File: config.mk
export PLATFORM = sky130hd
export DESIGN_NAME = scpad_req_arbiter
export DESIGN_NICKNAME = d
export VERILOG_FILES = /design/src/rtl/scpad_req_arbiter.sv
export SDC_FILE = /design/constraint.sdc
export NUM_CORES = 1
export LEC_CHECK = 0
export CAP_MARGIN = 20
export CORE_MARGIN = 3
export CORE_UTILIZATION = 30
export DETAILED_ROUTE_END_ITERATION = 6
export PLACE_DENSITY = 0.65
export SETUP_SLACK_MARGIN = 0.05
export SLEW_MARGIN = 20
export SYNTH_ARGS = -nofsm -noshare
export SYNTH_HDL_FRONTEND = slang
export SYNTH_SLANG_ARGS = --single-unit
File: constraint.sdc
create_clock -name clk -period 7.1 [get_ports clk]
set_input_delay 1.065 -clock clk [delete_from_list [all_inputs] [get_ports clk]]
set_output_delay 1.065 -clock clk [all_outputs]
set_load 0.05 [all_outputs]
File: src/rtl/scpad_req_arbiter.sv
// Round-robin, credit-limited arbiter sharing one registered SRAM request slot between
// the vector core (src 0) and the TCA (src 1). Define SCPAD_ARB_PERF_EN to add stall counters.
module scpad_req_arbiter #(
  parameter int unsigned REQ_W   = 64,
  parameter int unsigned MAX_OUT = 4,
  parameter int unsigned CNT_W   = 4
) (
  input  logic             clk,
  input  logic             n_rst,
  input  logic             vc_req_valid,
  input  logic [REQ_W-1:0] vc_req,
  output logic             vc_req_ready,
  input  logic             tca_req_valid,
  input  logic [REQ_W-1:0] tca_req,
  output logic             tca_req_ready,
  output logic             out_valid,
  output logic [REQ_W-1:0] out_req,
  output logic             out_src,
  input  logic             out_ready,
  input  logic             rsp_valid,
  input  logic             rsp_src,
  input  logic             flush,
  output logic             flush_done,
  output logic [CNT_W-1:0] vc_credits,
  output logic [CNT_W-1:0] tca_credits,
  output logic             cred_err
`ifdef SCPAD_ARB_PERF_EN
  ,
  output logic [31:0]      vc_stall_cnt,
  output logic [31:0]      tca_stall_cnt
`endif
);

  localparam logic [CNT_W-1:0] CRED_MAX = CNT_W'(MAX_OUT);

  typedef enum logic [1:0] {
    ST_RUN   = 2'd0,
    ST_DRAIN = 2'd1,
    ST_DONE  = 2'd2
  } state_t;

  state_t           state;
  logic             last_gnt;
  logic             slot_free;
  logic             vc_elig;
  logic             tca_elig;
  logic             gnt_vc;
  logic             gnt_tca;
  logic             vc_dec;
  logic             tca_dec;
  logic             slot_empty_nxt;
  logic [CNT_W-1:0] vc_credits_nxt;
  logic [CNT_W-1:0] tca_credits_nxt;

  // Grant plus completion in one cycle cancels; a completion at zero saturates.
  function automatic logic [CNT_W-1:0] cred_next(input logic [CNT_W-1:0] cnt,
                                                  input logic inc, input logic dec);
    if (inc && !dec) return cnt + CNT_W'(1);
    if (dec && !inc && (cnt != '0)) return cnt - CNT_W'(1);
    return cnt;
  endfunction

  assign slot_free = !out_valid || out_ready;
  assign vc_elig   = vc_req_valid  && (vc_credits  < CRED_MAX) && (state == ST_RUN);
  assign tca_elig  = tca_req_valid && (tca_credits < CRED_MAX) && (state == ST_RUN);

  // On a tie the requester that did not win last time goes first.
  assign gnt_vc  = slot_free && vc_elig  && (!tca_elig || last_gnt);
  assign gnt_tca = slot_free && tca_elig && (!vc_elig  || !last_gnt);

  assign vc_req_ready  = gnt_vc  && !n_rst;
  assign tca_req_ready = gnt_tca && !n_rst;

  assign vc_dec  = rsp_valid && !rsp_src;
  assign tca_dec = rsp_valid && rsp_src;

  assign vc_credits_nxt  = cred_next(vc_credits,  gnt_vc,  vc_dec);
  assign tca_credits_nxt = cred_next(tca_credits, gnt_tca, tca_dec);
  assign slot_empty_nxt  = slot_free && !gnt_vc && !gnt_tca;

  always_ff @(posedge clk or posedge n_rst) begin
    if (n_rst) begin
      state       <= ST_RUN;
      last_gnt    <= 1'b1;
      out_valid   <= 1'b0;
      out_req     <= '0;
      out_src     <= 1'b0;
      vc_credits  <= '0;
      tca_credits <= '0;
      cred_err    <= 1'b0;
      flush_done  <= 1'b0;
    end else begin
      if (gnt_vc || gnt_tca) begin
        out_valid <= 1'b1;
        out_req   <= gnt_tca ? tca_req : vc_req;
        out_src   <= gnt_tca;
        last_gnt  <= gnt_tca;
      end else if (out_ready) begin
        out_valid <= 1'b0;
      end

      vc_credits  <= vc_credits_nxt;
      tca_credits <= tca_credits_nxt;
      if ((vc_dec && (vc_credits == '0)) || (tca_dec && (tca_credits == '0))) begin
        cred_err <= 1'b1;
      end

      flush_done <= 1'b0;
      unique case (state)
        ST_RUN: begin
          if (flush) state <= ST_DRAIN;
        end
        ST_DRAIN: begin
          // Leave as soon as this cycle empties the slot and retires the last completion.
          if (slot_empty_nxt && (vc_credits_nxt == '0) && (tca_credits_nxt == '0)) begin
            state      <= ST_DONE;
            flush_done <= 1'b1;
          end
        end
        ST_DONE: begin
          state <= ST_RUN;
        end
        default: begin
          state <= ST_RUN;
        end
      endcase
    end
  end

`ifdef SCPAD_ARB_PERF_EN
  // Saturating count of cycles each requester waits with a valid request.
  always_ff @(posedge clk or posedge n_rst) begin
    if (n_rst) begin
      vc_stall_cnt  <= '0;
      tca_stall_cnt <= '0;
    end else begin
      if (vc_req_valid && !gnt_vc && (vc_stall_cnt != '1)) begin
        vc_stall_cnt <= vc_stall_cnt + 32'd1;
      end
      if (tca_req_valid && !gnt_tca && (tca_stall_cnt != '1)) begin
        tca_stall_cnt <= tca_stall_cnt + 32'd1;
      end
    end
  end
`endif

endmodule

Word level (Yosys, flattened, before mapping)
Cells that the tools add are included.
{ "op_classes": {"add_sub_neg": 4, "mul": 0, "n_div": 0, "n_lt_le_gt_ge": 2, "eq_ne": 3, "n_shift": 0, "mux": 22, "bitwise_logic": 0, "reduce_logical": 48} }
{ "ops": {"columns": ["cell", "n"], "rows": [
  ["$mux W64", 1],
  ["$mux W4", 8],
  ["$logic_and A1 B1 Y1", 24],
  ["$logic_not A4 Y1", 4],
  ["$logic_not A1 Y1", 10],
  ["$mux W1", 10],
  ["$add A4 B1 Y4 const B", 2],
  ["$lt A4 B3 Y1 const B", 2],
  ["$reduce_bool A4 Y1", 2],
  ["$sub A4 B1 Y4 const B", 2],
  ["$logic_or A1 B1 Y1", 5],
  ["$mux W2", 2],
  ["$ne A2 B2 Y1 const B", 2],
  ["$pmux W2 S2", 1],
  ["$eq A2 B1 Y1 const B", 1],
  ["$logic_not A2 Y1", 1],
  ["$reduce_and A2 Y1", 1],
  ["$reduce_bool A2 Y1", 1]
]} }
{ "totals": {"ff_bits": 79, "latch_bits": 0, "mem_bits_rw": 0, "rom_bits": 0, "input_bits": 136, "wordCells": 88, "mem_count": 0} }

Logic depth before layout (Yosys ltp)
Gate-level depths: netlist of run 1.
{ "logic_depth": {"word_depth": 18, "ltp_mapped": 8, "depth_no_buf": 8} }

Worst setup path after synthesis of run 1
Ideal clock, no wire load.
{ "synth_path": {"kind": "input port to output port", "from": "input port vc_req_valid", "to": "output port vc_req_ready", "arrival_time_ns": 2.736, "slack_ns": 3.299, "cell_stages": 5, "cell_sequence": "nor3b_1 -> o2111ai_4 -> clkbuf_1 -> buf_1 -> nor2_1"} }
{ "synth_between": {"elab_chain_cells": 5} }
{ "synth_lines": {"columns": ["item", "line_no", "text"], "rows": [
  ["from (decl)", "10", "input logic vc_req_valid,"],
  ["$logic_and A1 B1 Y1 (2 in series)", "64", "assign vc_elig = vc_req_valid && (vc_credits < CRED_MAX) && (state == ST_RUN);"],
  ["$logic_and A1 B1 Y1 (2 in series)", "68", "assign gnt_vc = slot_free && vc_elig && (!tca_elig || last_gnt);"],
  ["$logic_and A1 B1 Y1", "71", "assign vc_req_ready = gnt_vc && !n_rst;"],
  ["to (decl)", "12", "output logic vc_req_ready,"]
]} }
Every way passes these cells.

Final worst setup path of run 1
Same ends and word-level chain as after synthesis.

==> results.yml, run 1 <==
yosys:
  synth-edff-count: 0
  yosys_warnings: 0
  avgSynthCellArea_um2: 9.230
  synth_top_flop_cell: "dfrtp_1"
  async_reset_ff_frac: 1.000
  yosysSeqAreaShare: 0.5610
  syn_inst: 382
  syn-num-nets: 522
  synth_cell_types: 40
  synth_seq_cells: 79
  netlist_area_mm2: 0.003526
placed_design:
  dp_cells: 718
  io_buffers: 213
  dpl-instance-area_mm2: 0.005808
  dp_hpwl_mm: 8.537
  place.gp.congestion: 0.7620
  pre_cts_slack_ns: 2.895
clock_network:
  h-tree-depth: 3
  clock_tree.buffer_depth: 2
  cts_tree: "done"
  cts.clk_slew.worst_paths_ns: 0.06
  cts_buffers: 9
  clk_latency_ns: 0.33
  hold_buffers: 0
  cts_resized: 0
  clock_sinks: 79
  cts_setup_buffers: 0
  clockRootBuffer: "clkbuf_16"
sta:
  grt_setup_unrepaired: "false"
  worst_slack_ns: 2.909
  slew_headroom: 0.4378
  worst_pin_slew_ns: 0.8413
  fin_worst_skew_ns: 0.002735
  hold_violations: 0
  finalHoldWorstSlack_ns: 0.4529
  timing.final.crit_share: 0.5903
  min_period_ns: 4.191
  fin_tns_setup_ns: 0
  fmax_mhz: 238.6
  setup_viol: 0
  drv_slew: 0
pwr:
  p_leak_nw: 2.505
  finalPower_mw: 2.978
  irDropWorstVdd_v: 0.0002643
  power.density_mw_per_mm2: 488.5
worst_setup_path:
  path_cells: "clkdlybuf4s50_1 > nor3b_1 > o2111ai_4 > nor2_1 > clkdlybuf4s50_1"
  cp-start-kind: "input pin"
  crit_slowest_cell: "clkdlybuf4s50_1"
  end_kind: "output port"
  cpPeakStageDelay_ns: 0.82
  crit_path_max_fanout: 2
  worst_ep_arrival_time_ns: 3.13
  cp.required_ns: 6.03
  path_common_cell: "clkdlybuf4s50_1"
  crit_type: "in -> out"
routing:
  finalWirelength_mm: 12.02
  firstDrtPassIters: 4
  drt_iter0_drc: 159
  routedWlPerCell_um: 16.40
  remaining_drc_errors: 0
  num_vias: 3659
  ant_nets: 0
  via_per_inst: 4.992
layout:
  diodes: 0
  post-route-util: 0.5456
  layout.nets: 729
  final_design_area_no_fill_mm2: 0.006096
  nFillCells: 1051
  area_delta_synth_final_pct: 72.89
  drive_gt1_frac: 0.04722
  final_cells: 733
die:
  die_w_um: 114.4
  die_area_mm2: 0.01309
  row_count: 38
  ios: 214
  start_util: 0.3156
  core_mm2: 0.01117
  die_h_um: 114.4
global_routing:
  grt_first_pass_wirelength_mm: 18.50
  grt_max_degree: 80
  antenna_found_initial: 0
  overflow: 0
  grt.total_usage: 0.1797
  grt_pass1_vias: 3661
run:
  cap_violations: 0
status:
  status: "finished, final reports clean"
hold_path:
  hold_class: "reg -> reg"
[sequential cells by signal, summed over array words and instances, names as in the netlist]
| name | cells |
|---|---|
| out_valid | 1 |
| tca_credits | 4 |
| out_req | 64 |
| out_src | 1 |
| vc_credits | 4 |
| state | 2 |
| flush_done | 1 |
| last_gnt | 1 |
| cred_err | 1 |
[final cells by class]
class | instances | area, um2 | share of cell area
timing repair buffer | 217 | 2166 | 0.3553
sequential | 79 | 1978 | 0.3245
multi-input combinational | 275 | 1465 | 0.2404
clock buffer | 12 | 266.5 | 0.04372
tap | 140 | 175.2 | 0.02874
inverter | 7 | 27.53 | 0.004516
clock inverter | 3 | 17.52 | 0.002874
[placed cells by master, fill, tap and decap left out, types with 2 or more instances in the layout]
master,instances
o21ai_0,4
o211ai_1,2
nand3_1,3
clkdlybuf4s50_1,213
xnor2_1,2
and2_1,3
clkbuf_16,9
nand2b_1,2
and3_1,2
o2111ai_4,2
buf_4,3
dfrtp_1,78
o22ai_1,64
ha_1,4
nor3b_1,3
nand2_1,13
clkbuf_8,3
nor2_1,142
a21oi_1,6
inv_1,6
nor3_1,3
and3b_1,2
clkinv_2,3
[routing by layer]
layer | track usage | share of wire | vias to the layer above
met5 | 0 | 0 | -
met4 | 0.08155 | 0.025 | 0
met3 | 0.05444 | 0.084 | 21
met2 | 0.3050 | 0.49 | 164
met1 | 0.2076 | 0.40 | 1725
li1 | - | - | 1749
[worst max-delay path: cells and delay by family]
kind / cells / cell delay, ns
AND/OR/NAND/NOR: 2 / 0.57
AO/OA/AOI/OAI: 1 / 0.19
buffers and inverters: 2 / 1.31
[logic make-up (layout without fill, tap and decap cells)]
family                   count (synthesis)  after routing  share of synthesized area
AO/OA/AOI/OAI                           87             87                     0.1636
multiplexers                             3              3                    0.01029
adder cells (fa/ha/maj)                  4              4                    0.01420
flip-flops                              79             79                     0.5610
buffers and inverters                   28            239                    0.02981
AND/OR/NAND/NOR                        179            179                     0.2161
XOR/XNOR                                 2              2                   0.004969
[cells in the mapped netlist (2+ instances only)]
cell type / number / area (um2)
a21oi_1: 6 / 30.03
and2_1: 3 / 18.77
and3_1: 2 / 12.51
and3b_1: 2 / 17.52
buf_1: 6 / 22.52
clkbuf_1: 15 / 56.30
dfrtp_1: 78 / 1952
ha_1: 4 / 50.05
inv_1: 7 / 26.28
nand2_1: 13 / 48.80
nand2b_1: 2 / 12.51
nand3_1: 3 / 15.01
nor2_1: 142 / 533.0
nor3_1: 3 / 15.01
nor3b_1: 3 / 22.52
o211ai_1: 2 / 15.01
o21ai_0: 4 / 20.02
o22ai_1: 64 / 400.4
xnor2_1: 2 / 17.52
[report_power, final]
group | total (mW) | switching [mW] | internal (mW)
Clock | 0.436 | 0.174 | 0.262
Combinational | 1.72 | 1.13 | 0.594
Sequential | 0.820 | 0.150 | 0.670
Total | 2.98 | 1.45 | 1.53
[path summary, 6_finish.rpt]
check                                from      endpoint  slack (ns)  cells past startpoint
max                          vc_req_valid  vc_req_ready        2.91                      5
min                              cred_err      cred_err        0.45                      1
max reg2reg                tca_credits[3]      state[0]        4.01                      7
min reg2reg                      cred_err      cred_err        0.45                      1
max in group asynchronous           n_rst   out_req[61]        5.29                      3
min in group asynchronous           n_rst    out_req[4]        1.31                      3
Power figures use the tool's default switching activity.
==> inputs of run 2 (changes only) <==
Clock period 7.1 ns to 3.9 ns, I/O delays scaled along.
==> results.yml, run 2 (same netlist as run 1, synthesis figures left out) <==
status:
  status: "finished, final reports clean"
sta:
  fin_tns_setup_ns: 0
  grt_setup_unrepaired: "false"
  drv_slew: 0
  min_period_ns: 2.996
  slew_headroom: 0.3926
  fin_worst_skew_ns: 0.009601
  hold_violations: 0
  timing.final.crit_share: 0.7681
  fmax_mhz: 333.8
  worst_pin_slew_ns: 0.9088
  finalHoldWorstSlack_ns: 0.4771
  worst_slack_ns: 0.9043
  setup_viol: 0
pwr:
  power_frac_comb: 0.577
  switching_power_mw: 2.651
  power.density_mw_per_mm2: 890.5
  p_sw_frac: 0.4866
  finalPower_mw: 5.448
  cellInternalPower_mw: 2.797
  clockPowerShare: 0.148
  p_seq_frac: 0.276
  p_leak_nw: 2.519
  irDropWorstVdd_v: 0.0004117
layout:
  registers.top_by_ff_count: "out_req"
  layout.nets: 732
  largestRegisters: "out_req (64), tca_credits (4), vc_credits (4)"
  drive_gt1_frac: 0.05201
  area_delta_synth_final_pct: 73.53
  mostFrequentLayoutCell: "clkdlybuf4s50_1"
  final_cell_mix: "clkdlybuf4s50_1 (211), nor2_1 (142), dfrtp_1 (78)"
  largest_reg_flops: 64
  diodes: 0
clock_network:
  clock_tree.buffer_depth: 2
  clock_sinks: 79
  hold_buffers: 0
  cts_resized: 0
  cts.clk_slew.worst_paths_ns: 0.06
  cts_buffers: 9
  clk_latency_ns: 0.33
  cts_setup_buffers: 0
  clockRootBuffer: "clkbuf_16"
  cts_tree: "done"
  h-tree-depth: 3
die:
  row_count: 38
  start_util: 0.3156
  core_mm2: 0.01117
  die_w_um: 114.4
  die_h_um: 114.4
  ios: 214
  die_area_mm2: 0.01309
worst_setup_path:
  r2r-end: "state[1]"
  cp-start-kind: "input pin"
  worst_ep_arrival_time_ns: 2.41
  r2r_setup_slack_ns: 1.54
  cp.required_ns: 3.31
  crit_path_max_fanout: 31
  crit_type: "in -> out"
  end_kind: "output port"
  reg2reg_from: "tca_credits[3]"
  reg2reg_depth: 7
placed_design:
  io_buffers: 213
  dp_hpwl_mm: 8.925
  pre_cts_slack_ns: 0.8903
  place.gp.congestion: 0.8188
run:
  cap_violations: 0
routing:
  num_vias: 3570
  drt_iter0_drc: 130
  via_per_inst: 4.851
  remaining_drc_errors: 0
  routedWlPerCell_um: 16.25
  firstDrtPassIters: 4
  finalWirelength_mm: 11.96
  ant_nets: 0
hold_path:
  hold_class: "reg -> reg"
  worstHoldStart: "state[1]"
  worstHoldEndpoint: "state[0]"
  hold_depth: 1
global_routing:
  antenna_found_initial: 0
  grt_pass1_vias: 3686
  grt.total_usage: 0.1790
  grt_max_degree: 37
  overflow: 0
  grt_first_pass_wirelength_mm: 18.68
==> run 2: layer usage <==
layer / GRT usage / share of wire / wire [um] / vias to the layer above
li1: - / - / - / 1745
met3: 0.05655 / 0.083 / 992 / 6
met5: 0 / 0 / 0 / -
met4: 0.03484 / 0.0076 / 91 / 0
met2: 0.3174 / 0.50 / 5970 / 139
met1: 0.2135 / 0.41 / 4908 / 1680
==> run 2: critical path, stage by stage <==
cell             delay (ns)
clkdlybuf4s50_1        0.47
or3b_4                 0.42
o2111ai_4              0.28
buf_4                  0.37
nor2_1                 0.07
buf_4                  0.19
==> run 2: cell type report <==
| class | instances | area, um2 |
|---|---|---|
| Inverter | 7 | 27.53 |
| Clock inverter | 4 | 47.55 |
| Multi-Input combinational cell | 275 | 1465 |
| Timing Repair Buffer | 220 | 2192 |
| Tap cell | 140 | 175.2 |
| Fill cell | 1030 | 5055 |
| Sequential cell | 79 | 1978 |
| Clock buffer | 11 | 232.7 |
==> run 2: worst max-delay path by stage <==
| stage | from | endpoint | slack [ns] |
|---|---|---|---|
| floorplan | vc_credits[3] | vc_req_ready | 0.96 |
| global placement | tca_req_valid | vc_req_ready | 0.92 |
| detailed placement | tca_req_valid | vc_req_ready | 0.89 |
| CTS | tca_req_valid | vc_req_ready | 0.88 |
| global route | tca_req_valid | vc_req_ready | 0.81 |
| finish | tca_req_valid | vc_req_ready | 0.90 |
==> run 2: stage by stage <==
stage | std cells | cell area (um2) | utilization
after global placement | 721 | 5838 | 0.5225
after CTS | 736 | 6118 | 0.5476
final | 736 | 6118 | 0.5476
after global routing | 736 | 6118 | 0.5476
after floorplan | 382 | 3526 | -
after detailed placement | 721 | 5838 | 0.5225
==> run 2: power groups by stage <==
stage / logic, mW / clock network (mW) / registers (mW)
final: 3.14 / 0.804 / 1.50
after global routing: 3.31 / 0.873 / 1.56
after CTS: 3.17 / 0.824 / 1.50
after detailed placement: 3.17 / 0 / 1.51
after global placement: 3.13 / 0 / 1.50
after floorplan: 0.681 / 0 / 2.80
==> inputs of run 3 (changes only) <==
Clock period 3.9 ns to 3.1 ns, I/O delays scaled along.
==> results.yml, run 3 (same netlist as run 1, synthesis figures left out) <==
worst_setup_path:
  cpPeakStageDelay_ns: 0.46
  cp-start-kind: "input pin"
  end_kind: "register"
  crit_path_max_fanout: 8
  path_cells: "clkdlybuf4s50_1 > or3b_4 > o2111ai_4 > mux2_2 > a221oi_1 > nor3_1 > a211oi_1"
  crit_slowest_cell: "clkdlybuf4s50_1"
  cp.required_ns: 3.32
  worst_ep_arrival_time_ns: 2.72
  crit_type: "in -> reg"
  reg2reg_depth: 6
  cp_top_family: "compound AO/OA/AOI/OAI gates"
  cp.depth: 7
  path_buf_inv: 1
sta:
  hold_violations: 0
  grt_setup_unrepaired: "false"
  worst_pin_slew_ns: 0.7171
  min_period_ns: 2.501
  fmax_mhz: 399.8
  finalHoldWorstSlack_ns: 0.4685
  setup_viol: 0
  fin_tns_setup_ns: 0
  fin_worst_skew_ns: 0.005799
  timing.final.crit_share: 0.8068
  slew_headroom: 0.5219
  drv_slew: 0
clock_network:
  h-tree-depth: 3
  cts_tree: "done"
  clk_latency_ns: 0.33
  clock_tree.buffer_depth: 2
  cts.clk_slew.worst_paths_ns: 0.06
  hold_buffers: 0
  clock_sinks: 79
  cts_resized: 0
  cts_buffers: 9
  cts_setup_buffers: 0
  clockRootBuffer: "clkbuf_16"
global_routing:
  overflow: 0
  grt_max_degree: 66
  antenna_found_initial: 0
  grt.total_usage: 0.1823
  grt_first_pass_wirelength_mm: 18.71
  grt_pass1_vias: 3683
routing:
  ant_nets: 0
  remaining_drc_errors: 0
  finalWirelength_mm: 12.13
  routedWlPerCell_um: 16.48
  num_vias: 3605
  firstDrtPassIters: 6
  via_per_inst: 4.898
  drt_iter0_drc: 147
layout:
  final_design_area_no_fill_mm2: 0.006153
  mostFrequentLayoutCell: "clkdlybuf4s50_1"
  final_cell_mix: "clkdlybuf4s50_1 (211), nor2_1 (142), dfrtp_1 (78)"
  area_delta_synth_final_pct: 74.52
  largest_reg_flops: 64
  registers.top_by_ff_count: "out_req"
  final_cells: 736
  diodes: 0
  largestRegisters: "out_req (64), tca_credits (4), vc_credits (4)"
  layout.nets: 731
  drive_gt1_frac: 0.05369
pwr:
  p_leak_nw: 2.540
  irDropWorstVdd_v: 0.0006217
  power.density_mw_per_mm2: 1126
die:
  start_util: 0.3156
  die_area_mm2: 0.01309
  die_w_um: 114.4
  core_mm2: 0.01117
  die_h_um: 114.4
  row_count: 38
  ios: 214
placed_design:
  dp_hpwl_mm: 8.854
  place.gp.congestion: 0.8264
  dp_cells: 720
  io_buffers: 213
  dpl-instance-area_mm2: 0.005843
run:
  cap_violations: 0
hold_path:
  hold_depth: 1
  hold_class: "reg -> reg"
status:
  status: "finished, final reports clean"
run 3: report_power, final:
| part | leakage (nW) | internal [mW] | switching, mW | total, mW |
|---|---|---|---|---|
| registers | 0.889 | 1.53 | 0.348 | 1.88 |
| logic | 1.50 | 1.37 | 2.59 | 3.96 |
| clock network | 0.156 | 0.687 | 0.400 | 1.09 |
run 3: layer usage:
metal,GRT usage,share of wire
met1,0.2099,0.40
met2,0.3217,0.51
met3,0.04863,0.076
met4,0.06968,0.015
met5,0,0
run 3: stage by stage:
| step | utilization | setup slack, ns | power [mW] |
|---|---|---|---|
| finish | 0.5507 | 0.5990 | 6.927 |
| global route | 0.5507 | 0.4726 | 7.296 |
| CTS | 0.5507 | 0.5932 | 7.003 |
| detailed placement | 0.5230 | 0.2787 | 5.872 |
| global placement | 0.5230 | 0.3855 | 5.811 |
| floorplan | - | 0.2812 | 4.383 |
run 3: area by class of cell:
cell class                 instances  area, um2
clock inverter                     3      40.04
tap                              140      175.2
multi-input combinational        275       1465
fill                            1032       5020
inverter                           7      27.53
clock buffer                      13      270.3
sequential                        79       1978
timing repair buffer             219       2197
run 3: final timing paths:
path | startpoint | endpoint | slack, ns
max | tca_req_valid | state[0] | 0.60
min | cred_err | cred_err | 0.47
max reg2reg | tca_credits[3] | state[0] | 0.68
min reg2reg | cred_err | cred_err | 0.47
max in group asynchronous | n_rst | out_req[1] | 1.80
min in group asynchronous | n_rst | tca_credits[2] | 0.63
